--- config.mk ---
export PLATFORM = sky130hd
export DESIGN_NAME = mem_port_arbiter
export DESIGN_NICKNAME = d
export VERILOG_FILES = /design/src/rtl/mem_arb_pkg.sv /design/src/rtl/mem_arb_owner_fifo.sv /design/src/rtl/mem_port_arbiter.sv
export SDC_FILE = /design/constraint.sdc
export NUM_CORES = 1
export LEC_CHECK = 0
export BUFFER_PORTS_ARGS = -buffer_cell sky130_fd_sc_hd__buf_2
export CAP_MARGIN = 10
export CORE_AREA = 2 2 110 112
export CTS_CLUSTER_SIZE = 12
export DETAILED_ROUTE_END_ITERATION = 10
export DIE_AREA = 0 0 112 114
export PLACE_DENSITY_LB_ADDON = 0.1
export SYNTH_ARGS = -nofsm -noshare
export SYNTH_HDL_FRONTEND = slang
export SYNTH_SLANG_ARGS = --single-unit
--- constraint.sdc ---
create_clock -name clk_i -period 1.7 [get_ports clk_i]
set_input_delay 0.34 -clock clk_i [delete_from_list [all_inputs] [get_ports clk_i]]
set_output_delay 0.34 -clock clk_i [all_outputs]
set_load 0.01 [all_outputs]
--- src/rtl/mem_arb_pkg.sv ---
// Shared types and constants for the two-master memory port arbiter.
package mem_arb_pkg;

  localparam int NUM_MASTERS = 2;

  typedef logic master_id_t;

  localparam master_id_t MST_DATA  = 1'b0;
  localparam master_id_t MST_INSTR = 1'b1;

  // With two masters, "the other one" is simply the complement.
  function automatic master_id_t other_master(input master_id_t id);
    return ~id;
  endfunction

endpackage

--- src/rtl/mem_arb_owner_fifo.sv ---
// In-order record of which master owns each granted transaction.
// Push and pop may happen together, including when the FIFO is full.
module mem_arb_owner_fifo
  import mem_arb_pkg::*;
#(
  parameter int DEPTH = 2
) (
  input  logic       clk_i,
  input  logic       rst_ni,
  input  logic       push,
  input  logic       pop,
  input  master_id_t din,
  output master_id_t dout,
  output logic       full,
  output logic       empty
);

  localparam int PTR_W = (DEPTH > 1) ? $clog2(DEPTH) : 1;
  localparam int CNT_W = $clog2(DEPTH) + 1;

  master_id_t       mem_q [DEPTH];
  logic [PTR_W-1:0] wr_ptr_q;
  logic [PTR_W-1:0] rd_ptr_q;
  logic [CNT_W-1:0] count_q;
  logic             do_push;
  logic             do_pop;

  function automatic logic [PTR_W-1:0] next_ptr(input logic [PTR_W-1:0] ptr);
    if (ptr == PTR_W'(DEPTH - 1)) begin
      return '0;
    end
    return ptr + PTR_W'(1);
  endfunction

  assign full    = (count_q == CNT_W'(DEPTH));
  assign empty   = (count_q == '0);
  assign do_pop  = pop & ~empty;
  // A full FIFO still accepts a push when the head leaves in the same cycle.
  assign do_push = push & (~full | do_pop);
  assign dout    = mem_q[rd_ptr_q];

  // NOTE: sequential state uses non-blocking assignments so every register
  // samples the pre-edge values, independent of statement order.
  always_ff @(posedge clk_i or negedge rst_ni) begin
    if (!rst_ni) begin
      wr_ptr_q <= '0;
      rd_ptr_q <= '0;
      count_q  <= '0;
    end else begin
      if (do_push) begin
        wr_ptr_q <= next_ptr(wr_ptr_q);
      end
      if (do_pop) begin
        rd_ptr_q <= next_ptr(rd_ptr_q);
      end
      case ({do_push, do_pop})
        2'b10:   count_q <= count_q + CNT_W'(1);
        2'b01:   count_q <= count_q - CNT_W'(1);
        default: count_q <= count_q;
      endcase
    end
  end

  // NOTE: the storage array is deliberately not reset; an entry is only ever
  // read after it has been written, as tracked by the reset count.
  always_ff @(posedge clk_i) begin
    if (do_push) begin
      mem_q[wr_ptr_q] <= din;
    end
  end

endmodule

--- src/rtl/mem_port_arbiter.sv ---
// Round-robin merge of the data and instruction-fetch ports onto one
// req/gnt/rvalid memory port, with in-order response steering.
module mem_port_arbiter
  import mem_arb_pkg::*;
#(
  parameter int ADDR_WIDTH      = 32,
  parameter int DATA_WIDTH      = 32,
  parameter int MAX_OUTSTANDING = 2
) (
  input  logic                                      clk_i,
  input  logic                                      rst_ni,
  input  logic [NUM_MASTERS-1:0]                    m_req_i,
  input  logic [NUM_MASTERS-1:0][ADDR_WIDTH-1:0]    m_addr_i,
  input  logic [NUM_MASTERS-1:0]                    m_we_i,
  input  logic [NUM_MASTERS-1:0][DATA_WIDTH/8-1:0]  m_be_i,
  input  logic [NUM_MASTERS-1:0][DATA_WIDTH-1:0]    m_wdata_i,
  output logic [NUM_MASTERS-1:0]                    m_gnt_o,
  output logic [NUM_MASTERS-1:0]                    m_rvalid_o,
  output logic [DATA_WIDTH-1:0]                     m_rdata_o,
  output logic                                      s_req_o,
  output logic [ADDR_WIDTH-1:0]                     s_addr_o,
  output logic                                      s_we_o,
  output logic [DATA_WIDTH/8-1:0]                   s_be_o,
  output logic [DATA_WIDTH-1:0]                     s_wdata_o,
  input  logic                                      s_gnt_i,
  input  logic                                      s_rvalid_i,
  input  logic [DATA_WIDTH-1:0]                     s_rdata_i,
  output logic                                      err_o
);

  localparam int BE_WIDTH = DATA_WIDTH / 8;

  master_id_t prio_q;     // master that wins the next tie
  master_id_t sel;
  master_id_t fifo_head;
  logic       fifo_full;
  logic       fifo_empty;
  logic       handshake;
  logic       rsp_ok;
  logic       err_q;

  // NOTE: every combinational output gets a default before any branch, so no
  // path leaves a signal unassigned and no latch is inferred.
  always_comb begin
    sel = MST_DATA;
    case (m_req_i)
      2'b01:   sel = MST_DATA;
      2'b10:   sel = MST_INSTR;
      2'b11:   sel = prio_q;
      default: sel = MST_DATA;
    endcase
  end

  // Full blocks new requests even if a response frees a slot this cycle,
  // keeping s_req_o independent of s_gnt_i and s_rvalid_i.
  assign s_req_o   = (|m_req_i) & ~fifo_full;
  assign handshake = s_req_o & s_gnt_i;

  always_comb begin
    s_addr_o  = '0;
    s_we_o    = 1'b0;
    s_be_o    = '0;
    s_wdata_o = '0;
    if (s_req_o) begin
      s_addr_o  = m_addr_i[sel];
      s_we_o    = m_we_i[sel];
      s_be_o    = m_be_i[sel];
      s_wdata_o = m_wdata_i[sel];
    end
  end

  always_comb begin
    m_gnt_o = '0;
    if (handshake) begin
      m_gnt_o[sel] = 1'b1;
    end
  end

  // Responses return in grant order, so the FIFO head names their owner.
  assign rsp_ok    = s_rvalid_i & ~fifo_empty;
  assign m_rdata_o = s_rdata_i;

  always_comb begin
    m_rvalid_o = '0;
    if (rsp_ok) begin
      m_rvalid_o[fifo_head] = 1'b1;
    end
  end

  always_ff @(posedge clk_i or negedge rst_ni) begin
    if (!rst_ni) begin
      prio_q <= MST_DATA;
      err_q  <= 1'b0;
    end else begin
      if (handshake) begin
        prio_q <= other_master(sel);
      end
      if (s_rvalid_i && fifo_empty) begin
        err_q <= 1'b1;
      end
    end
  end

  assign err_o = err_q;

  mem_arb_owner_fifo #(
    .DEPTH (MAX_OUTSTANDING)
  ) u_owner_fifo (
    .clk_i  (clk_i),
    .rst_ni (rst_ni),
    .push   (handshake),
    .pop    (rsp_ok),
    .din    (sel),
    .dout   (fifo_head),
    .full   (fifo_full),
    .empty  (fifo_empty)
  );

  // Keeps BE_WIDTH tied to the port declaration it documents.
  if (BE_WIDTH * 8 != DATA_WIDTH) begin : g_bad_width
    $error("DATA_WIDTH must be a multiple of 8");
  end

endmodule

; ---- Word level (Yosys, flattened, before mapping)
; Memories as Yosys holds them, arrays and structs flattened.
; Cells that the tools add are included.
[word_totals]
output_inout_bits = 107
ramBits = 2
inputBits = 176
latchBits = 0
word_cells = 64
register_bits = 6
mem_bits_ro = 0
mem_count = 1
[memory_table]
columns = name, words, word_bits, read_ports, rd_ports_with_merged_regs, write_ports, line_no
row1 = u_owner_fifo.mem_q, 2, 1, 1, 0, 1, mem_arb_owner_fifo.sv:21  ; master_id_t mem_q [DEPTH];
[classes]
addsub = 4
n_eq_ne = 5
n_reduce_logical = 6
order_cmp = 4
muxes = 30
shift = 0
multipliers = 0
bitwise = 9
n_div = 0
[ops]
columns = cell, n
row1 = 32-bit two-way mux, 6
row2 = 1-bit two-way mux, 15
row3 = 4-bit two-way mux, 3
row4 = "2-bit == test, second input constant", 4
row5 = 1-bit AND, 5
row6 = "1-bit by 2-bit less-than comparator with 1-bit output, second input constant", 2
row7 = 2-bit two-way mux, 2
row8 = 2-bit one-hot mux with 2 select lines, 1
row9 = 1-bit logical AND, 3
row10 = 1-bit inverter, 3
row11 = "1-bit adder, second input constant", 2
row12 = "2-bit by 1-bit adder with 2-bit output, second input constant", 1
row13 = 1-bit demux with 1-bit select, 2
row14 = "2-bit by 1-bit == test with 1-bit output, second input constant", 1
row15 = "1-bit greater-or-equal comparator, second input constant", 2
row16 = 2-bit logical NOT, 1
row17 = 1-bit one-hot mux with 2 select lines, 1
row18 = 2-bit nonzero test, 1
row19 = 2-bit OR reduction, 1
row20 = "2-bit by 1-bit subtractor with 2-bit output, second input constant", 1
row21 = 1-bit bitwise OR, 1

; ---- Logic depth before layout (Yosys ltp)
[depth]
ltp_word = 8
depth_mapped = 7
ltp_nobuf = 6

; ---- By module
; A second synthesis with hierarchy kept.
[unflattened]
cells_unflattened = 318
area_unflattened_um2 = 2915.3
[modules_own_cells]
columns = mod, seq_area_each_um2, cells_each, instances, area_per_inst_um2
row1 = mem_port_arbiter, 50.0, 296, 1, 2626.3
row2 = mem_arb_owner_fifo, 160.2, 22, 1, 289.0

; ---- Least setup slack after synthesis
; OpenSTA, ideal clock, no wires.
[synth_timing]
kind = register to register
startpoint = register u_owner_fifo.count_q[0]
endpoint = register u_owner_fifo.count_q[1]
setup_slack_ps = 150
arrival_time_ps = 1470
n_path_buf = 1
stages_incl_launch_ff = 7
setup_time_ps = 80
period_less_slack_ps = 1550
required_time_ps = 1620
path_cell_list = dfrtp_1 buf_2 o21ai_0 inv_1 ha_1 nor2_1 xnor2_1
[synth_via]
elab_chain_len = 8
word_cells_on_any_way = 16
cone_classes = 2 x add/sub / 3 x eq/ne / 1 x mux / 8 x bitwise / 2 x reduce/logical
[synth_lines]
columns = item, line_no
row1 = start: declaration, mem_arb_owner_fifo.sv:24  ; logic [CNT_W-1:0] count_q;
row2 = start signal: assignment, mem_arb_owner_fifo.sv:57  ; 2'b10: count_q <= count_q + CNT_W'(1);
row3 = start signal: assignment, mem_arb_owner_fifo.sv:58  ; 2'b01: count_q <= count_q - CNT_W'(1);
row4 = start signal: assignment, mem_arb_owner_fifo.sv:59  ; default: count_q <= count_q;
row5 = 2-bit logical NOT *, mem_arb_owner_fifo.sv:36  ; assign empty = (count_q == '0);
row6 = 1-bit inverter *, "mem_arb_owner_fifo.sv:37, mem_port_arbiter.sv:80"
row7 = 1-bit AND, mem_port_arbiter.sv:80  ; assign rsp_ok = s_rvalid_i & ~fifo_empty;
row8 = 1-bit AND *, mem_arb_owner_fifo.sv:37  ; assign do_pop = pop & ~empty;
row9 = named net u_owner_fifo.do_pop, mem_arb_owner_fifo.sv:26  ; logic do_pop;
row10 = 1-bit bitwise OR, mem_arb_owner_fifo.sv:39  ; assign do_push = push & (~full | do_pop);
row11 = 1-bit AND, mem_arb_owner_fifo.sv:39
row12 = 2-bit by 1-bit == test with 1-bit output or 2-bit == test (tied branches), mem_arb_owner_fifo.sv:56  ; case ({do_push, do_pop})
row13 = 2-bit one-hot mux with 2 select lines or 2-bit nonzero test (tied branches), -
; Mark *: on every way through the listed nets, which the timed path passes. The rest lies on a longest branch.
; A chain may end at the register's enable or synchronous reset.

; ---- Worst setup path in the final report
[layout_timing]
startpoint = register prio_q
endpoint = output port s_addr_o[28]
[layout_via]
elab_chain_len = 4
[layout_lines]
columns = item, line_no
row1 = start: declaration, mem_port_arbiter.sv:33  ; master_id_t prio_q;
row2 = start signal: assignment, mem_port_arbiter.sv:96  ; prio_q <= other_master(sel);
row3 = 1-bit one-hot mux with 2 select lines, mem_port_arbiter.sv:46  ; case (m_req_i)
row4 = 32-bit two-way mux (not written as such) (2 in a row), mem_port_arbiter.sv:65  ; s_addr_o = m_addr_i[sel];
row5 = 32-bit two-way mux, mem_port_arbiter.sv:64  ; if (s_req_o) begin
row6 = end: declaration, mem_port_arbiter.sv:21  ; output logic [ADDR_WIDTH-1:0] s_addr_o,
; No other way between the ends. The select of a mux whose other input is x is not followed.

==> results.py <==
metrics = {
    "cells_and_area": {
        "diodes": 0,
        "area_growth_pct": 75.9,
        "post-route-util": 0.332,
        "layout-drive-gt1-share": 0.625,
        "nNetsFinal": 685,
        "design_area_mm2": 0.00388,
        "fin_cells": 654,
    },
    "power_and_ir_drop": {
        "seqPwrFrac": 0.081,
        "p_per_area_mw_per_mm2": 1090,
        "max-vdd-ir-drop_uv": 652,
        "pwr-share-clk": 0.097,
        "intPower_mw": 2.39,
        "p_sw_mw": 1.85,
        "swShare": 0.436,
        "p_leak_nw": 1.81,
        "combinationalPowerShare": 0.823,
    },
    "detailed_routing": {
        "wl_per_cell_um": 15.2,
        "drc": 0,
        "routed-via-count": 3002,
        "antenna_left": 0,
        "dr.pass1.iters": 4,
        "viasPerCell": 4.59,
        "drt_iter0_markers": 102,
        "drt_wl_total_mm": 9.96,
    },
    "synthesis": {
        "syn_avg_cell_area_um2": 7.07,
        "synth_seq_area_share": 0.0952,
        "synth_simple_gate_area_share": 0.256,
        "synth_area_mm2": 0.00221,
        "synthCells": 312,
        "yosysTopAreaCell": "nand3b_1",
        "ys_ff_latch": 8,
        "synth-edff-count": 2,
        "synth_xor_area_frac": 0.0198,
        "synth.distinct_cells": 29,
        "synth_ff_type": "dfrtp_1",
        "synth_warnings": 0,
        "synth_top_family_by_area": "compound AO/OA/AOI/OAI gates",
        "synth_area_leaders": "nand3b_1 (23%), a21oi_1 (13%), buf_4 (12%), o21ai_1 (11%), dfrtp_1 (6.8%)",
        "synth_top_area_frac": 0.235,
        "synthMuxAreaShare": 0.00964,
        "async_reset_ff_frac": 0.750,
        "synth_compound_area_frac": 0.369,
        "synthAdderAreaFrac": 0.00567,
        "synth_most_common_cell": "nand3b_1",
        "syn_nets": 489,
        "synth_common_cells": "nand3b_1 (69), a21oi_1 (59), o21ai_1 (50), buf_4 (36), buf_6 (12)",
    },
    "grt": {
        "grt_max_degree": 41,
        "grt_use_total": 0.129,
        "overflow": 0,
        "grt_pass1_wl_mm": 13.6,
        "grt_pass1_vias": 2684,
        "antenna_found_initial": 0,
    },
    "min_path": {
        "hold_depth": 2,
        "hold_path_class": "input pin to register",
        "whs_endpoint": "err_o",
        "min-delay-start": "s_rvalid_i",
    },
    "critical_path": {
        "r2r_slack_ns": 0.24,
        "crit_start": "prio_q",
        "path_delay_family": "buffers and inverters",
        "reg2reg_depth": 7,
        "cp_slowest_cell": "dfrtp_1",
        "cp.required_ns": 1.36,
        "cp_num_cells": 6,
        "start_kind": "register",
        "criticalPathCategory": "register to output port",
        "reg2reg_to": "u_owner_fifo.count_q[1]",
        "cp_data_arrival_time_ns": 1.59,
        "rr_startpoint": "u_owner_fifo.count_q[1]",
        "critical_path.max_fanout": 16,
        "slowest_delay_ns": 0.36,
        "endpoint_kind": "output port",
        "path_cells": "and2b_4 -> buf_12 -> buf_16 -> o21ai_1 -> a21oi_1 -> buf_2",
        "critPathBufInv": 3,
    },
    "clock_network": {
        "worstSkewPairLatency_ns": 0.23,
        "clkTransAtPathRegs_ns": 0.04,
        "cts_root_buf": "clkbuf_16",
        "cts.sinks": 8,
        "numCtsBuffers": 3,
        "clk_path_buf_depth": 2,
        "htree_levels": 1,
        "cts_tree": "done",
    },
    "floorplanning": {
        "rows": 40,
        "initial_core_util": 0.188,
        "fp.dieH_um": 114,
        "die_w_um": 112,
        "die-area_mm2": 0.0128,
        "io_pins": 283,
        "core_area_mm2": 0.0117,
    },
    "sta": {
        "slew_viol_final": 0,
        "period_needed_ns": 1.93,
        "rsz0062_at_grt": "true",
        "min_period_over_period": 1.13,
        "relSlewSlack": 0.814,
        "finClkSkew_ns": 0.00484,
        "worst_pin_slew_ns": 0.279,
        "fmax_ghz": 0.519,
        "worst_slack_ns": -0.225,
        "setup_tns_ns": -13.32,
        "final_hold_viol_count": 0,
        "setup_viol": 71,
    },
    "place": {
        "dp_cells": 625,
        "dp_hpwl_mm": 6.66,
        "place_area_mm2": 0.00322,
        "pre_cts_ws_ns": -0.0836,
        "io_buffers": 218,
        "gp_congestion": 0.735,
    },
    "status": {
        "failed_checks": "negative setup slack",
        "status": "finished, violations left",
    },
    "flow_run": {
        "drv_cap": 0,
    },
}
-- cell type report --
type / count / area [µm²]
Multi-Input combinational cell: 228 / 1560
Fill cell: 1272 / 7830
Tap cell: 147 / 184
Clock buffer: 4 / 78.8
Sequential cell: 8 / 211
Inverter: 6 / 27.5
Timing Repair Buffer: 261 / 1820
-- what timing repair did --
item / 4_1_cts / 5_1_grt
cloned: 4 / 9
pin swaps: 4 / 22
resized for setup: 16 / 31
buffers inserted: 4 / 7
setup endpoints to repair: 71 / 74
hold buffers: 1 / 0
hold endpoints to repair: 6 / 0
-- power by group through the flow --
| stage | Clock [mW] | Sequential (mW) | Combinational [mW] |
|---|---|---|---|
| after global placement | 0 | 0.346 | 2.58 |
| final | 0.410 | 0.343 | 3.49 |
| after global routing | 0.432 | 0.353 | 3.76 |
| after CTS | 0.417 | 0.347 | 2.91 |
| after detailed placement | 0 | 0.345 | 2.58 |
| after floorplan | 0 | 0.308 | 1.82 |
-- through the flow --
stage / total power, mW / hold slack (ns)
4_1_cts: 3.67 / 0.361
2_1_floorplan: 2.13 / 0.0444
3_5_place_dp: 2.92 / 0.178
5_1_grt: 4.54 / 0.386
6_report: 4.25 / 0.380
3_3_place_gp: 2.92 / 0.183
-- cells by family after synthesis --
family,count (synthesis)
xor gates and xnor gates,5
AOI/OAI and AO/OA,142
adders and majority gates,1
and+or+nand+nor,78
buffers and inverters,76
DFF,8
muxes,2
-- flip-flops by register name, summed over array words and instances, names as in the netlist --
signal and count:
err_o 1, prio_q 1, u_owner_fifo.count_q 2, u_owner_fifo.mem_q 2, u_owner_fifo.rd_ptr_q 1, u_owner_fifo.wr_ptr_q 1
-- routing by layer --
layer / wire length (µm) / vias up / global-route usage
met5: 0 / - / 0
met4: 72 / 0 / 0.0195
met3: 598 / 10 / 0.0197
met2: 5340 / 143 / 0.249
li1: - / 1485 / -
met1: 3950 / 1364 / 0.152
-- worst max path at each step --
stage / endpoint / slack (ns)
6_report: s_addr_o[28] / -0.23
2_1_floorplan: u_owner_fifo.count_q[1] / 0.15
4_1_cts: s_addr_o[23] / -0.21
5_1_grt: s_addr_o[12] / -0.31
3_5_place_dp: s_wdata_o[0] / -0.08
3_3_place_gp: s_wdata_o[0] / -0.06
-- placed cells by master, fill, tap and decap left out --
cell           instances
a21oi_1               54
a21oi_2               15
a31o_2                 1
and2b_4                1
and3_1                 1
buf_12                10
buf_16                 6
buf_2                218
buf_4                 14
buf_6                  3
buf_8                  1
clkbuf_1               1
clkbuf_16             11
dfrtp_1                5
dfrtp_2                1
dlygate4sd3_1          1
edfxtp_1               2
ha_1                   1
inv_1                  2
inv_2                  2
inv_4                  2
mux2_1                 1
mux2i_1                1
nand2b_4               1
nand3b_1              69
nor2_1                 3
nor2_2                 2
nor2b_1                1
o21ai_0                6
o21ai_1               37
o21ai_2               26
o21ai_4                1
o221ai_2               1
o22ai_4                1
xnor2_1                5
No activity file was read; power rests on OpenSTA's default activity.
